File: src/rtl/ft2_tx_fifo.sv
// Byte FIFO feeding an FT245-style asynchronous write port (TXE#/WR#).
// Each byte is sent as SETUP, STROBE (WR_PULSE cycles), HOLD and RECOVER, and the bus is then released.
module ft2_tx_fifo #(
    parameter int PTR_W    = 4,
    parameter int WR_PULSE = 2
) (
    input  logic             clk,
    input  logic             rst,
    input  logic             in_valid,
    input  logic [7:0]       in_data,
    output logic             in_ready,
    input  logic             txe_n_in,
    output logic             wr_n_out,
    output logic [7:0]       ft2_data_out,
    output logic             ft2_data_oe,
    output logic [PTR_W:0]   level,
    output logic             tx_busy
);

    localparam logic [PTR_W:0]   DEPTH     = {1'b1, {PTR_W{1'b0}}};
    localparam logic [PTR_W:0]   LVL_ZERO  = {(PTR_W+1){1'b0}};
    localparam logic [PTR_W:0]   LVL_ONE   = {{PTR_W{1'b0}}, 1'b1};
    localparam logic [PTR_W-1:0] PTR_ONE   = PTR_W'(1);
    localparam logic [3:0]       CNT_LAST  = 4'(WR_PULSE - 1);

    typedef enum logic [2:0] {
        IDLE    = 3'd0,
        SETUP   = 3'd1,
        STROBE  = 3'd2,
        HOLD    = 3'd3,
        RECOVER = 3'd4
    } state_t;

    state_t           state_q, state_d;
    logic [3:0]       cnt_q, cnt_d;
    logic             wr_n_q, wr_n_d;
    logic             oe_q, oe_d;
    logic [7:0]       data_q, data_d;
    logic [PTR_W-1:0] wr_ptr_q, wr_ptr_d;
    logic [PTR_W-1:0] rd_ptr_q, rd_ptr_d;
    logic [PTR_W:0]   level_q, level_d;
    logic [1:0]       sync_q;
    logic [7:0]       mem_q [2**PTR_W];

    logic             txe_ok_s;
    logic             in_ready_s;
    logic             push_s;
    logic             pop_s;

    assign txe_ok_s   = sync_q[1];
    assign in_ready_s = (level_q != DEPTH);
    assign push_s     = in_valid && in_ready_s;

    // Transmit sequencer; the RECOVER cycle plus the following IDLE cycle form the two-cycle bus-release gap
    always_comb begin
        state_d = state_q;
        cnt_d   = cnt_q;
        wr_n_d  = 1'b1;
        oe_d    = oe_q;
        data_d  = data_q;
        pop_s   = 1'b0;
        case (state_q)
            IDLE: begin
                if (txe_ok_s && (level_q != LVL_ZERO)) begin
                    state_d = SETUP;
                    pop_s   = 1'b1;
                    data_d  = mem_q[rd_ptr_q];
                    oe_d    = 1'b1;
                end else begin
                    oe_d    = 1'b0;
                end
            end
            SETUP: begin
                state_d = STROBE;
                cnt_d   = 4'd0;
                wr_n_d  = 1'b0;
                oe_d    = 1'b1;
            end
            STROBE: begin
                if (cnt_q == CNT_LAST) begin
                    state_d = HOLD;
                    wr_n_d  = 1'b1;
                end else begin
                    cnt_d   = cnt_q + 4'd1;
                    wr_n_d  = 1'b0;
                end
            end
            HOLD: begin
                state_d = RECOVER;
                oe_d    = 1'b0;
            end
            RECOVER: begin
                state_d = IDLE;
                oe_d    = 1'b0;
            end
            default: begin
                state_d = IDLE;
                oe_d    = 1'b0;
            end
        endcase
    end

    // Pointer and occupancy update; a pop never coincides with a push into a full FIFO
    always_comb begin
        wr_ptr_d = push_s ? (wr_ptr_q + PTR_ONE) : wr_ptr_q;
        rd_ptr_d = pop_s  ? (rd_ptr_q + PTR_ONE) : rd_ptr_q;
        case ({push_s, pop_s})
            2'b10:   level_d = level_q + LVL_ONE;
            2'b01:   level_d = level_q - LVL_ONE;
            default: level_d = level_q;
        endcase
    end

    // State, output and pointer registers with synchronous reset
    always_ff @(posedge clk) begin
        if (rst) begin
            state_q  <= IDLE;
            cnt_q    <= 4'd0;
            wr_n_q   <= 1'b1;
            oe_q     <= 1'b0;
            data_q   <= 8'h00;
            wr_ptr_q <= {PTR_W{1'b0}};
            rd_ptr_q <= {PTR_W{1'b0}};
            level_q  <= LVL_ZERO;
            sync_q   <= 2'b00;
        end else begin
            state_q  <= state_d;
            cnt_q    <= cnt_d;
            wr_n_q   <= wr_n_d;
            oe_q     <= oe_d;
            data_q   <= data_d;
            wr_ptr_q <= wr_ptr_d;
            rd_ptr_q <= rd_ptr_d;
            level_q  <= level_d;
            sync_q   <= {sync_q[0], ~txe_n_in};
        end
    end

    // Storage array; contents are meaningless after reset because the pointers restart
    always_ff @(posedge clk) begin
        if (push_s) begin
            mem_q[wr_ptr_q] <= in_data;
        end
    end

    assign in_ready     = in_ready_s;
    assign wr_n_out     = wr_n_q;
    assign ft2_data_out = data_q;
    assign ft2_data_oe  = oe_q;
    assign level        = level_q;
    assign tx_busy      = (state_q != IDLE);

endmodule

File: config.mk
export PLATFORM = sky130hd
export DESIGN_NAME = ft2_tx_fifo
export DESIGN_NICKNAME = d
export VERILOG_FILES = /design/src/rtl/ft2_tx_fifo.sv
export SDC_FILE = /design/constraint.sdc
export NUM_CORES = 1
export LEC_CHECK = 0
export CAP_MARGIN = 30
export CORE_MARGIN = 5
export CORE_UTILIZATION = 33
export CTS_BUF_LIST = sky130_fd_sc_hd__clkbuf_2 sky130_fd_sc_hd__clkbuf_4 sky130_fd_sc_hd__clkbuf_8
export DETAILED_ROUTE_END_ITERATION = 8
export PLACE_DENSITY = 0.47
export SLEW_MARGIN = 5
export SYNTH_ARGS = -nofsm -noshare
export SYNTH_HDL_FRONTEND = slang
export SYNTH_SLANG_ARGS = --single-unit
File: constraint.sdc
create_clock -name clk -period 5.8 [get_ports clk]
set_input_delay 1.16 -clock clk [delete_from_list [all_inputs] [get_ports clk]]
set_output_delay 1.16 -clock clk [all_outputs]
set_load 0.05 [all_outputs]
==> flow_summary.json, run 1 <==
{
  "status": "finished, final reports clean",
  "most-common-layout-cells": "edfxtp_1 (128), nor2_1 (31), dfxtp_1 (30), mux4_2 (28), clkdlybuf4s50_1 (28)",
  "worstMarginPinSlew_ps": 926,
  "synth_area_leaders": "edfxtp_1 (59%), dfxtp_1 (9.9%), mux4_2 (9.7%)",
  "syn_inst": 397,
  "drtIter0Drc": 166,
  "synth_edf_count": 128,
  "skew_ps": 13.5,
  "avgRoutedWirePerCell_um": 19.0,
  "rsz0062_at_grt": "no",
  "grt_pass1_wl_um": 20700,
  "via_count": 3445,
  "seq_area_frac_synth": 0.690,
  "portBuffers": 28,
  "crit_path_frequent_cell": "ha_1",
  "ant_nets": 0,
  "startpoint_type": "input pin",
  "clock_path_buffers": 2,
  "clock_sinks": 160,
  "ys.flop_type": "edfxtp_1",
  "place_congestion": 0.772,
  "cts_root_buffer": "clkbuf_8",
  "layout-drive-gt1-share": 0.181,
  "core_area_mm2": 0.0194,
  "r2r-start": "level[1]$_SDFFE_PP0P_",
  "clk_latency_ps": 440,
  "tns_ps": 0,
  "utilization": 0.387,
  "cpPeakStageDelay_ps": 510,
  "post-route-min-period_ps": 3670,
  "die_h_um": 150,
  "critPathLaunch": "in_valid",
  "fin_hold_ws_ps": 464,
  "syn_area_mm2": 0.00650,
  "synth-async-reset-ratio": 0,
  "grt_max_degree": 36,
  "die-area_mm2": 0.0226,
  "multi_input_area_mm2": 0.00188,
  "drc": 0,
  "holdCritStartpoint": "sync_q[0]$_SDFF_PP0_",
  "numCtsBuffers": 17,
  "routed_wirelength_um": 13400,
  "regArea_mm2": 0.00449,
  "cts_max_level": 4,
  "fillers": 1840,
  "cts_tree": "yes",
  "fin_area_mm2": 0.00750,
  "cellLeakagePower_nw": 2.35,
  "grt_pass1_vias": 3556,
  "yosysTopAreaCell": "edfxtp_1",
  "avgSynthCellArea_um2": 16.4,
  "arrival_ps": 4000,
  "cp-end-kind": "flip-flop",
  "start_util": 0.335,
  "synth_warnings": 0,
  "hpwl_um": 8520,
  "boundaryPins": 29,
  "max_freq_mhz": 273,
  "path_max_fanout": 9,
  "slowest_stage": "clkdlybuf4s50_1",
  "synth_top_cell_area_share": 0.592,
  "post_cts_resized": 0,
  "ys_ff_latch": 160,
  "crit_chain": "clkdlybuf4s50_1, a21boi_1, inv_1, ha_1, xor2_1, ha_1, or3b_2, a21oi_1, o21ai_0, mux2_2",
  "viasPerCell": 4.87,
  "dpl_cell_area_mm2": 0.00708,
  "cts_setup_buffers": 0,
  "path_class": "input pin to flip-flop",
  "synth_cell_types": 46,
  "ir_drop_mv": 0.130,
  "cts.clk_slew.worst_paths_ps": 90,
  "syn-num-nets": 419,
  "setup_viol": 0,
  "dr.pass1.iters": 4,
  "maxSlewHeadroom": 0.379,
  "fin_nets": 452,
  "diodes": 0,
  "maxCapViolCount": 0,
  "hold_violations": 0,
  "power_density_mw_per_mm2": 303,
  "hold_class": "flip-flop to flip-flop",
  "cts_hold_buf": 0,
  "gr-total-overflow": 0,
  "grt_usage": 0.126,
  "fp-row-count": 51,
  "drv_slew": 0,
  "fin_crit_sh": 0.632,
  "die_x_um": 150,
  "final_common_cell": "edfxtp_1",
  "antenna_found_initial": 0,
  "critPathRequiredTime_ps": 6130,
  "area_delta_synth_final_pct": 15.4
}
[layout make-up]
class,count,share of cell area
sequential,160,0.598
multi-input combinational,205,0.250
timing repair buffer,38,0.0491
tap,265,0.0442
clock buffer,19,0.0332
clock inverter,12,0.0210
inverter,8,0.00400
[per-layer routing]
layer / track usage / vias up / share of wire
li1: - / 1610 / -
met1: 0.164 / 1762 / 0.46
met2: 0.203 / 62 / 0.48
met3: 0.0385 / 11 / 0.048
met4: 0.0343 / 0 / 0.012
met5: 0 / - / 0
[kinds of logic (layout without fill, tap and decap cells)]
| family | Yosys count | in the layout | synth area share |
|---|---|---|---|
| mux | 52 | 52 | 0.134 |
| buf+inv | 32 | 77 | 0.0220 |
| flops | 160 | 160 | 0.690 |
| compound gates | 44 | 44 | 0.0468 |
| xor+xnor | 9 | 9 | 0.0121 |
| fa+ha+maj | 10 | 10 | 0.0193 |
| simple gates | 90 | 90 | 0.0753 |
[where the power goes]
group,switching (mW),internal [mW]
clock,0.413,0.436
sequential,0.0161,1.26
combinational,0.0919,0.0563
total,0.521,1.75
[sequential cells by signal, indices dropped and copies added, names as in the netlist]
register,flops
ft2_data_out,8
mem_q,128
level,5
cnt_q,4
wr_ptr_q,4
rd_ptr_q,4
state_q,3
ft2_data_oe,1
wr_n_out,1
sync_q,2
[path summary, 6_finish.rpt]
path | slack [ps] | end | cells after the start
setup / recovery | 2130 | level[4]$_SDFFE_PP0P_ | 10
hold / removal | 460 | sync_q[1]$_SDFF_PP0_ | 1
setup reg to reg | 2330 | level[4]$_SDFFE_PP0P_ | 10
hold reg to reg | 460 | sync_q[1]$_SDFF_PP0_ | 1
[synth_stat cells, types with 3 or more instances]
cell type / count
a21oi_1: 12
a22oi_1: 3
and3_1: 3
buf_2: 9
clkbuf_1: 12
dfxtp_1: 32
edfxtp_1: 128
ha_1: 10
inv_1: 7
mux2i_1: 22
mux4_2: 28
nand2_1: 9
nand2b_1: 4
nand3b_1: 8
nor2_1: 31
nor2b_1: 5
nor3_1: 11
o211ai_1: 4
o21ai_0: 4
o221ai_1: 6
o22ai_1: 3
or3_1: 4
or4_1: 5
xor2_1: 7
[per-stage QoR]
| step | setup WS [ps] | cells | total power [mW] |
|---|---|---|---|
| 2_1_floorplan | 2380 | 397 | 1.39 |
| 3_3_place_gp | 1740 | 672 | 1.45 |
| 3_5_place_dp | 1680 | 675 | 1.45 |
| 4_1_cts | 2170 | 706 | 2.30 |
| 5_1_grt | 1920 | 707 | 2.36 |
| 6_report | 2130 | 707 | 2.27 |
[worst max-delay path: cells and delay by family]
family	cells	cell delay [ps]
AOI/OAI and AO/OA	3	700
buffers and inverters	2	640
adders and majority gates	2	590
and+or+nand+nor	1	450
muxes	1	280
xor gates and xnor gates	1	180
(Power assumes the default switching activity.)
==> run 2, diff against run 1 <==
- clock period: 5.8 -> 3.4 ns (I/O delays scaled with it)
==> flow_summary.json, run 2 (synthesis gave the netlist of run 1 again) <==
{
  "status": "finished, final reports clean",
  "worstMarginPinSlew_ps": 738,
  "skew_ps": 25.1,
  "cts_root_buffer": "clkbuf_8",
  "clk_latency_ps": 450,
  "area_delta_synth_final_pct": 16.1,
  "tns_ps": 0,
  "cts_setup_buffers": 0,
  "maxSlewHeadroom": 0.507,
  "cts_max_level": 4,
  "avgRoutedWirePerCell_um": 18.3,
  "antenna_found_initial": 0,
  "start_util": 0.335,
  "path_max_fanout": 12,
  "largest_reg_flops": 128,
  "portBuffers": 28,
  "gr-total-overflow": 0,
  "drtIter0Drc": 166,
  "place_congestion": 0.778,
  "core_area_mm2": 0.0194,
  "grt_pass1_wl_um": 20200,
  "setup_slack_ps": 351,
  "critPathRequiredTime_ps": 3720,
  "fin_hold_ws_ps": 447,
  "fin_crit_sh": 0.897,
  "clock_path_buffers": 2,
  "grt_max_degree": 23,
  "power.total_mw": 3.70,
  "clock_sinks": 160,
  "fin_cells": 723,
  "top_register": "mem_q",
  "drv_slew": 0,
  "dpl_worst_slack_ps": 234,
  "met2_length_um": 6430,
  "post_cts_resized": 0,
  "fp-row-count": 51,
  "die_h_um": 150,
  "max_freq_mhz": 328,
  "cts_hold_buf": 0,
  "wl_met3_um": 530,
  "ir_drop_mv": 0.279,
  "rsz0062_at_grt": "no",
  "ff2ff_setup_slack_ps": 350,
  "r2r-end": "level[4]$_SDFFE_PP0P_",
  "routed_wirelength_um": 13200,
  "wirelength_met1_um": 6130,
  "setup_viol": 0,
  "hpwl_um": 8640,
  "cp-end-kind": "flip-flop",
  "fillers": 1852,
  "hold_violations": 0,
  "grt_pass1_vias": 3490,
  "cellLeakagePower_nw": 2.41,
  "hold_class": "flip-flop to flip-flop",
  "critPathLaunch": "level[2]$_SDFFE_PP0P_",
  "dr.pass1.iters": 4,
  "maxCapViolCount": 0,
  "layout-drive-gt1-share": 0.210,
  "drc": 0,
  "via_count": 3439,
  "die-area_mm2": 0.0226,
  "arrival_ps": 3370,
  "startpoint_type": "flip-flop",
  "most-common-layout-cells": "edfxtp_1 (128), nor2_1 (31), dfxtp_1 (29), mux4_2 (28), clkdlybuf4s50_1 (28)",
  "critical_path.endpoint": "level[4]$_SDFFE_PP0P_",
  "grt_usage": 0.123,
  "die_x_um": 150,
  "diodes": 0,
  "top_layer_used": "met4",
  "cts_tree": "yes",
  "viasPerCell": 4.76,
  "numCtsBuffers": 17,
  "dp.cells": 691,
  "path_class": "flip-flop to flip-flop",
  "fin_nets": 467,
  "ant_nets": 0,
  "boundaryPins": 29,
  "post-route-min-period_ps": 3050,
  "power_density_mw_per_mm2": 490,
  "final_common_cell": "edfxtp_1",
  "cts.clk_slew.worst_paths_ps": 80,
  "r2r-start": "level[2]$_SDFFE_PP0P_",
  "ff2ff_path_depth": 10
}
[run 2: stage by stage]
step / util / instance area, um^2
2_1_floorplan: - / 6500
3_3_place_gp: 0.371 / 7190
3_5_place_dp: 0.371 / 7190
4_1_cts: 0.389 / 7540
5_1_grt: 0.389 / 7540
6_report: 0.389 / 7540
[run 2: how the worst min path moves through the flow]
stage | startpoint | to | slack, ps | depth (start not counted)
5_1_grt | sync_q[0]$_SDFF_PP0_ | sync_q[1]$_SDFF_PP0_ | 490 | 1
3_3_place_gp | sync_q[0]$_SDFF_PP0_ | sync_q[1]$_SDFF_PP0_ | 450 | 1
3_5_place_dp | sync_q[0]$_SDFF_PP0_ | sync_q[1]$_SDFF_PP0_ | 440 | 1
4_1_cts | sync_q[0]$_SDFF_PP0_ | sync_q[1]$_SDFF_PP0_ | 460 | 1
6_report | sync_q[0]$_SDFF_PP0_ | sync_q[1]$_SDFF_PP0_ | 450 | 1
2_1_floorplan | sync_q[0]$_SDFF_PP0_ | sync_q[1]$_SDFF_PP0_ | 410 | 1
[run 2: cell type report]
class	instances	area, um^2	share of cell area
repair buffers	53	468	0.0620
inverters	8	30.0	0.00398
well taps	265	332	0.0440
multi-input cells	205	1870	0.248
clock inverters	13	105	0.0139
flip-flops and latches	160	4490	0.595
clock buffers	19	249	0.0330
[run 2: worst max-delay path: stages, from the launching register on]
cell and delay [ps]:
dfxtp_1 420, or4_1 650, o21ai_4 190, inv_2 120, ha_1 220, xor2_1 140
ha_1 240, or3b_2 450, a21oi_1 130, o21ai_0 100, mux2_2 270
[run 2: per-layer routing]
metal  GRT usage  vias up
met1       0.161     1735
met5           0        -
met2       0.200       61
li1            -     1635
met3      0.0355        8
met4      0.0343        0
[run 2: report_power, final]
group | internal [mW] | switching, mW | leakage [nW]
registers | 2.15 | 0.0301 | 1.42
logic | 0.0989 | 0.154 | 0.809
clock network | 0.538 | 0.729 | 0.184
==> run 3, diff against run 2 <==
- CORE_UTILIZATION: 33 -> 61
- HOLD_SLACK_MARGIN: not set -> 0.05
- PLACE_DENSITY: 0.47 -> 0.78
==> flow_summary.json, run 3 (synthesis gave the netlist of run 1 again) <==
{
  "cts_max_level": 4,
  "avgRoutedWirePerCell_um": 20.7,
  "tns_ps": 0,
  "drtIter0Drc": 308,
  "fin_crit_sh": 0.946,
  "post_cts_resized": 0,
  "numCtsBuffers": 17,
  "die-area_mm2": 0.0128,
  "worstMarginPinSlew_ps": 605,
  "ant_nets": 0,
  "arrival_ps": 3560,
  "clock_sinks": 160,
  "fillers": 667,
  "routed_wirelength_um": 12300,
  "ff2ff_setup_slack_ps": 180,
  "maxCapViolCount": 0,
  "multi_input_area_mm2": 0.00187,
  "crit_path_frequent_cell": "ha_1",
  "clk_latency_ps": 440,
  "final_common_cell": "edfxtp_1",
  "cts_root_buffer": "clkbuf_8",
  "most-common-layout-cells": "edfxtp_1 (128), nor2_1 (31), dfxtp_1 (30), mux4_2 (28), clkdlybuf4s50_1 (28)",
  "die_x_um": 113,
  "critPathRequiredTime_ps": 3740,
  "hold_violations": 0,
  "skew_ps": 7.79,
  "portBuffers": 28,
  "comb_power_share": 0.067,
  "setup_viol": 0,
  "ir_drop_mv": 0.504,
  "drv_slew": 0,
  "seq_power_share": 0.576,
  "status": "finished, final reports clean",
  "layout-drive-gt1-share": 0.204,
  "cts_tree": "yes",
  "grt_pass1_wl_um": 19700,
  "clock_path_buffers": 2,
  "hpwl_um": 7760,
  "via_count": 3620,
  "core_area_mm2": 0.0104,
  "regArea_mm2": 0.00449,
  "power_density_mw_per_mm2": 511,
  "utilization": 0.713,
  "clockPowerShare": 0.357,
  "cts_setup_buffers": 0,
  "largest_reg_flops": 128,
  "area_delta_synth_final_pct": 13.8,
  "ff2ff_path_depth": 10,
  "diodes": 0,
  "drc": 0,
  "slowest_stage": "or4_1",
  "r2r-start": "level[0]$_SDFFE_PP0P_",
  "dr.pass1.iters": 5,
  "gr-total-overflow": 0,
  "rsz0062_at_grt": "no",
  "startpoint_type": "flip-flop",
  "hold-path-cell-count": 1,
  "die_h_um": 113,
  "grt_pass1_vias": 3657,
  "p_int_mw": 2.85,
  "start_util": 0.627,
  "viasPerCell": 6.11,
  "grt_usage": 0.206,
  "top_register": "mem_q",
  "hold_class": "flip-flop to flip-flop",
  "swShare": 0.246,
  "max_freq_mhz": 311,
  "path_max_fanout": 10,
  "crit_chain": "or4_1, o21ai_4, inv_2, ha_1, xor2_1, ha_1, or3b_2, a21oi_1, o21ai_0, mux2_2",
  "fin_hold_ws_ps": 459,
  "cts_hold_buf": 0,
  "path_class": "flip-flop to flip-flop",
  "cp-end-kind": "flip-flop",
  "post-route-min-period_ps": 3220,
  "critPathLaunch": "level[0]$_SDFFE_PP0P_",
  "cellLeakagePower_nw": 2.41,
  "r2r-end": "level[4]$_SDFFE_PP0P_",
  "grt_max_degree": 39,
  "power.total_mw": 3.78,
  "antenna_found_initial": 0,
  "fp-row-count": 37,
  "boundaryPins": 29,
  "holdCritStartpoint": "sync_q[0]$_SDFF_PP0_",
  "cpPeakStageDelay_ps": 680,
  "min_to": "sync_q[1]$_SDFF_PP0_",
  "switching_power_mw": 0.930,
  "maxSlewHeadroom": 0.596,
  "fin_nets": 465,
  "place_congestion": 0.769,
  "cts.clk_slew.worst_paths_ps": 90
}
## run 3: cell count changes in the layout (fill, tap and decap cells not counted)
cell,before,now
buf_4,25,23
clkinv_8,0,1
clkbuf_4,2,0
dfxtp_2,3,2
bufinv_16,0,1
dfxtp_1,29,30
## run 3: cell type report
class,count,area share
clock inverters,15,0.0205
well taps,136,0.0230
repair buffers,51,0.0612
clock buffers,17,0.0316
multi-input cells,205,0.253
flip-flops and latches,160,0.607
inverters,8,0.00406
## run 3: power by group through the flow
stage	Sequential, mW	Combinational [mW]	Clock [mW]
2_1_floorplan	2.24	0.134	0
3_3_place_gp	2.22	0.246	0
3_5_place_dp	2.22	0.253	0
4_1_cts	2.18	0.254	1.37
5_1_grt	2.18	0.274	1.46
6_report	2.18	0.253	1.35
## run 3: critical path: cells and delay by family (launching register included)
kind | cells | cell delay [ps]
fa+ha+maj | 2 | 570
flops | 1 | 390
buf+inv | 1 | 120
mux | 1 | 280
compound gates | 3 | 420
simple gates | 2 | 1140
xor+xnor | 1 | 180
## run 3: layer usage
layer / part of all wire / up-vias / routed length [um] / global-route usage
met4: 0.012 / 0 / 153 / 0.0625
li1: - / 1643 / - / -
met3: 0.058 / 18 / 711 / 0.0487
met1: 0.42 / 1829 / 5120 / 0.272
met5: 0 / - / 0 / 0
met2: 0.51 / 130 / 6290 / 0.344
## run 3: worst max path at each step
stage | to | slack [ps] | cells past startpoint
6_report | level[4]$_SDFFE_PP0P_ | 180 | 10
5_1_grt | level[4]$_SDFFE_PP0P_ | 10 | 10
3_5_place_dp | level[4]$_SDFFE_PP0P_ | 60 | 10
3_3_place_gp | level[4]$_SDFFE_PP0P_ | 170 | 10
2_1_floorplan | level[4]$_SDFFE_PP0P_ | 60 | 12
4_1_cts | level[4]$_SDFFE_PP0P_ | 190 | 10
## run 3: per-stage QoR
stage / setup WS [ps] / cells / instance area (um^2)
after floorplan: 57.2 / 397 / 6500
after global placement: 171 / 560 / 7010
after detailed placement: 56.9 / 560 / 7010
after CTS: 194 / 592 / 7400
after global routing: 13.2 / 592 / 7400
final: 183 / 592 / 7400
